==> config.mk <==
export PLATFORM = sky130hd
export DESIGN_NAME = cpu_exec_core
export DESIGN_NICKNAME = d
export VERILOG_FILES = /design/src/rtl/cpu_exec_core.sv
export SDC_FILE = /design/constraint.sdc
export NUM_CORES = 1
export LEC_CHECK = 0
export BUFFER_PORTS_ARGS = -buffer_cell sky130_fd_sc_hd__buf_2
export CAP_MARGIN = 15
export CORE_MARGIN = 3
export CORE_UTILIZATION = 59
export CTS_BUF_LIST = sky130_fd_sc_hd__clkbuf_8
export CTS_CLUSTER_SIZE = 16
export DETAILED_ROUTE_END_ITERATION = 10
export HOLD_SLACK_MARGIN = 0.06
export PLACE_DENSITY = 0.89
export SKIP_CTS_REPAIR_TIMING = 1
export SLEW_MARGIN = 10
export SYNTH_ARGS = -nofsm -noshare
export SYNTH_HDL_FRONTEND = slang
export SYNTH_SLANG_ARGS = --single-unit
export TNS_END_PERCENT = 5
==> constraint.sdc <==
create_clock -name clk -period 13.1 [get_ports clk]
set_clock_uncertainty 0.05 [all_clocks]
set_input_delay 0.655 -clock clk [delete_from_list [all_inputs] [get_ports clk]]
set_output_delay 0.655 -clock clk [all_outputs]
set_load 0.005 [all_outputs]
==> src/rtl/cpu_exec_core.sv <==
// Single-cycle execute core: opcode decode, ALU and program-counter update.
// Latency: all outputs are combinational from ins/operands except pc, which updates one clock later.
// Backpressure: none; the PC advances on every rising clock edge outside reset.
module cpu_exec_core #(
  parameter logic [15:0] RESET_PC = 16'h0000
) (
  input  logic        clk,
  input  logic        reset,
  input  logic [15:0] ins,
  input  logic [15:0] reg_read_data_1,
  input  logic [15:0] reg_read_data_2,
  output logic [15:0] pc,
  output logic [15:0] alu_out,
  output logic        zero,
  output logic [15:0] imm,
  output logic        jump,
  output logic        branch,
  output logic        mem_write,
  output logic        alu_src,
  output logic        reg_write,
  output logic        reg_dst,
  output logic        mem_to_reg,
  output logic [3:0]  reg_write_dest
);

  typedef enum logic [2:0] {
    OP_LW  = 3'b000,
    OP_SW  = 3'b001,
    OP_ADD = 3'b010,
    OP_SUB = 3'b011,
    OP_AND = 3'b100,
    OP_OR  = 3'b101,
    OP_BEQ = 3'b110,
    OP_JMP = 3'b111
  } opcode_t;

  opcode_t     opcode;
  logic [15:0] alu_b;
  logic [15:0] pc_seq;
  logic [15:0] next_pc;

  assign opcode = opcode_t'(ins[15:13]);

  // Byte-granular immediate; negative values give backward branches.
  assign imm = {{11{ins[4]}}, ins[4:0]};

  // Decode opcode into control strobes; reset holds every strobe low so no
  // write or redirect can escape while the core is being reset.
  always_comb begin
    jump       = 1'b0;
    branch     = 1'b0;
    mem_write  = 1'b0;
    alu_src    = 1'b0;
    reg_write  = 1'b0;
    reg_dst    = 1'b0;
    mem_to_reg = 1'b0;
    if (!reset) begin
      case (opcode)
        OP_LW: begin
          alu_src    = 1'b1;
          reg_write  = 1'b1;
          reg_dst    = 1'b1;
          mem_to_reg = 1'b1;
        end
        OP_SW: begin
          alu_src   = 1'b1;
          mem_write = 1'b1;
        end
        OP_ADD, OP_SUB, OP_AND, OP_OR: reg_write = 1'b1;
        OP_BEQ: branch = 1'b1;
        OP_JMP: jump   = 1'b1;
        default: ;
      endcase
    end
  end

  assign reg_write_dest = reg_dst ? ins[8:5] : ins[4:1];
  assign alu_b          = alu_src ? imm : reg_read_data_2;

  // ALU: opcode selects the operation directly; BEQ subtracts so zero flags equality.
  always_comb begin
    alu_out = 16'h0000;
    case (opcode)
      OP_SUB, OP_BEQ: alu_out = reg_read_data_1 - alu_b;
      OP_AND:         alu_out = reg_read_data_1 & alu_b;
      OP_OR:          alu_out = reg_read_data_1 | alu_b;
      default:        alu_out = reg_read_data_1 + alu_b;
    endcase
  end

  assign zero   = (alu_out == 16'h0000);
  assign pc_seq = pc + 16'd2;

  // Next-PC select: jump stays within the current 8 KB region, taken branch
  // offsets from the sequential PC, otherwise fall through; all wraps mod 2^16.
  always_comb begin
    next_pc = pc_seq;
    if (jump) begin
      next_pc = {pc[15:13], ins[12:0]};
    end else if (branch && zero) begin
      next_pc = pc_seq + imm;
    end
  end

  // Program counter register; reset wins over any pending redirect.
  always_ff @(posedge clk) begin
    if (reset) begin
      pc <= RESET_PC;
    end else begin
      pc <= next_pc;
    end
  end

endmodule

==> impl_metrics.csv <==
group,metric,value,unit
sta,hold_viol_final,0,
layout,fillers,518,
layout,antenna_cells,0,
place,dp_hpwl,8910,um
synthesis,ys.flop_type,"dfxtp_1",
floorplan,coreArea,6060,um^2
synthesis,synth.net_count,614,
detailed_routing,postRouteAntennaNets,0,
clocking,numCtsBuffers,3,
clocking,cts_root_buf,"clkbuf_8",
power_and_ir_drop,ir_drop,0.0508,mV
power_and_ir_drop,p_sw_frac,0.464,
detailed_routing,routedWlPerCell,17.2,um
layout,reg.largest.list,"pc: 16 flops",
worst_setup_path,worst_r2r_path_depth,15,
global_route,grt_max_degree,33,
sta,rsz0062_at_grt,"false",
synthesis,synth_edf_count,0,
power_and_ir_drop,p_int,168,uW
sta,finalSetupTns,0,ns
floorplan,die_area,7380,um^2
global_route,grt.total_usage,0.301,
power_and_ir_drop,clkPwrFrac,0.145,
layout,mostFrequentLayoutCell,"buf_2",
detailed_routing,drcViolationCount,0,
place,placed_area,4160,um^2
floorplan,die_w,85.9,um
place,place_ws,6.19,ns
worst_setup_path,r2r-start,"pc[1]",
clocking,clock_path_buffers,2,
layout,drive_gt1_frac,0.234,
worst_setup_path,worst-path-max-fanout,24,
worst_setup_path,critPathRequiredTime,12.40,ns
sta,timing.final.crit_share,0.521,
power_and_ir_drop,comb_power_share,0.683,
synthesis,avgSynthCellArea,7.13,um^2
job,maxCapViolCount,0,
worst_setup_path,path_class,"primary input to output pin",
place,io_buffers,109,
synthesis,syn-cell-area,3760,um^2
sta,fmax,147,MHz
layout,nets,690,
worst_setup_path,r2r_slack,9.56,ns
sta,drv_slew,0,
layout,final_area,4220,um^2
worst_hold_path,worstHoldStart,"pc[14]",
global_route,antenna_found_initial,0,
place,gp_congestion,0.915,
sta,tightest_slew,0.975,ns
worst_setup_path,cp-end-kind,"output pin",
layout,fin_cells,678,
layout,layout_common_cells,"buf_2 (109), nor2_1 (71), a21oi_1 (36), ha_1 (34), nand2_1 (31)",
worst_setup_path,start_kind,"primary input",
sta,setup_violations,0,
worst_setup_path,worst_ep_arrival_time,6.11,ns
layout,largest-register,"pc",
global_route,grt_pass1_wl,18600,um
detailed_routing,wirelength,11600,um
detailed_routing,drtIter0Drc,386,
floorplan,io_pins,110,
detailed_routing,dr.pass1.iters,6,
clocking,cts.sinks,16,
synthesis,async_reset_ff_frac,0,
floorplan,die_h,85.9,um
layout,syn2layout_area_growth,12.2,%
power_and_ir_drop,switchingPower,145,uW
detailed_routing,vias,4451,
detailed_routing,vias_per_cell,6.56,
global_route,grt_pass1_vias,4094,
synthesis,synthCells,528,
synthesis,synth_cell_types,77,
global_route,overflow,0,
worst_hold_path,hold_depth,2,
synthesis,ys_warn_count,0,
floorplan,start_util,0.621,
layout,multi_input_area,3110,um^2
power_and_ir_drop,p_leak,1.98,nW
sta,max_slew_margin,0.350,
synthesis,seq_area_frac_synth,0.0851,
synthesis,postSynthRegisterBits,16,
clocking,clkTransAtPathRegs,0.07,ns
sta,worst_slack,6.28,ns
worst_setup_path,reg2reg_to,"pc[15]",
clocking,worstSkewPairLatency,0.25,ns
place,post-place-cells,673,
layout,seqCellArea,320,um^2
worst_hold_path,holdPathEnd,"pc[14]",
power_and_ir_drop,powerDensity,74.2,nW/um^2
floorplan,placementRows,28,
power_and_ir_drop,p_seq_frac,0.172,
layout,largest_register_ffs,16,
outcome,outcome,"finished, final reports clean",
clocking,cts-htree-levels,1,
worst_hold_path,hold_class,"flip-flop to flip-flop",
sta,layout_min_cycle_time,6.82,ns
clocking,cts_tree,"built",
[layer usage]
metal | vias to the layer above | share of wire | track usage | wire length, um
li1 | 2090 | - | - | -
met2 | 301 | 0.45 | 0.508 | 5280
met5 | - | 0 | 0 | 0
met4 | 0 | 0.030 | 0.0950 | 348
met1 | 2009 | 0.41 | 0.392 | 4780
met3 | 51 | 0.10 | 0.0480 | 1220
[worst max-delay path: stages]
cell	delay, ns
buf_2	0.36
or3_1	0.72
clkinv_2	0.41
nand2_1	0.15
nand2_1	0.11
inv_1	0.10
ha_1	0.21
o211ai_1	0.13
o21bai_1	0.20
nor2_1	0.23
a21oi_1	0.12
xor2_1	0.16
o21ai_0	0.29
ha_1	0.30
inv_1	0.17
nor2_1	0.08
a21o_1	0.16
a31oi_2	0.25
xnor2_2	0.14
and3_1	0.17
o21ai_0	0.42
nand2_1	0.16
nor4_1	0.25
buf_2	0.15
[layout make-up]
class	instances	share of cell area
multi-input cells	449	0.736
repair buffers	110	0.131
flip-flops and latches	16	0.0759
well taps	75	0.0222
inverters	24	0.0216
clock buffers	4	0.0130
[kinds of logic (layout without fill, tap and decap cells)]
| family | after synthesis | in the layout | synth area share |
|---|---|---|---|
| buffers and inverters | 63 | 138 | 0.0907 |
| flip-flops | 16 | 16 | 0.0851 |
| AND/OR/NAND/NOR | 197 | 197 | 0.264 |
| XOR/XNOR | 43 | 43 | 0.102 |
| adder cells (fa/ha/maj) | 44 | 44 | 0.145 |
| AO/OA/AOI/OAI | 150 | 150 | 0.271 |
| multiplexers | 15 | 15 | 0.0415 |
[per-stage QoR]
| stage | hold WS (ns) | power, mW | util |
|---|---|---|---|
| finish | 0.511 | 0.313 | 0.697 |
| global route | 0.530 | 0.334 | 0.697 |
| detailed placement | 0.498 | 0.262 | 0.686 |
| floorplan | 0.474 | 0.204 | - |
| global placement | 0.485 | 0.256 | 0.686 |
| CTS | 0.507 | 0.308 | 0.696 |
[synth_stat cells, drive strengths merged, types with 3 or more instances]
master | instances | share of area
mux2 | 5 | 0.015
nor3 | 20 | 0.027
a2111oi | 6 | 0.016
ha | 34 | 0.11
nand2b | 3 | 0.0050
nor4 | 8 | 0.017
mux2i | 10 | 0.027
a31oi | 9 | 0.017
inv | 23 | 0.023
or3 | 9 | 0.015
o21bai | 5 | 0.010
dfxtp | 16 | 0.085
o21ai | 28 | 0.037
nor2 | 72 | 0.072
a21oi | 37 | 0.050
buf | 27 | 0.055
nand4 | 3 | 0.0050
xor2 | 18 | 0.042
o31ai | 4 | 0.0080
a211oi | 13 | 0.027
and3 | 12 | 0.020
xnor2 | 25 | 0.060
a31o | 3 | 0.0070
maj3 | 8 | 0.022
o211ai | 7 | 0.014
a21o | 13 | 0.026
clkbuf | 12 | 0.012
nor2b | 4 | 0.0066
nand3 | 16 | 0.021
nand2 | 31 | 0.031
or2 | 3 | 0.0050
[worst max path at each step]
stage | startpoint | end | cells after the start
floorplan | ins[14] | pc[3] | 22
global placement | reset | pc[15] | 19
detailed placement | reset | pc[0] | 21
CTS | reset | zero | 23
global route | reset | zero | 24
finish | reset | zero | 24
[power by group through the flow]
stage / clock network, mW / registers (mW) / logic (mW)
floorplan: 0 / 0.0543 / 0.149
global placement: 0 / 0.0546 / 0.201
detailed placement: 0 / 0.0548 / 0.208
CTS: 0.0454 / 0.0537 / 0.209
global route: 0.0469 / 0.0542 / 0.233
finish: 0.0454 / 0.0540 / 0.214
No activity file was read; power rests on OpenSTA's default activity.
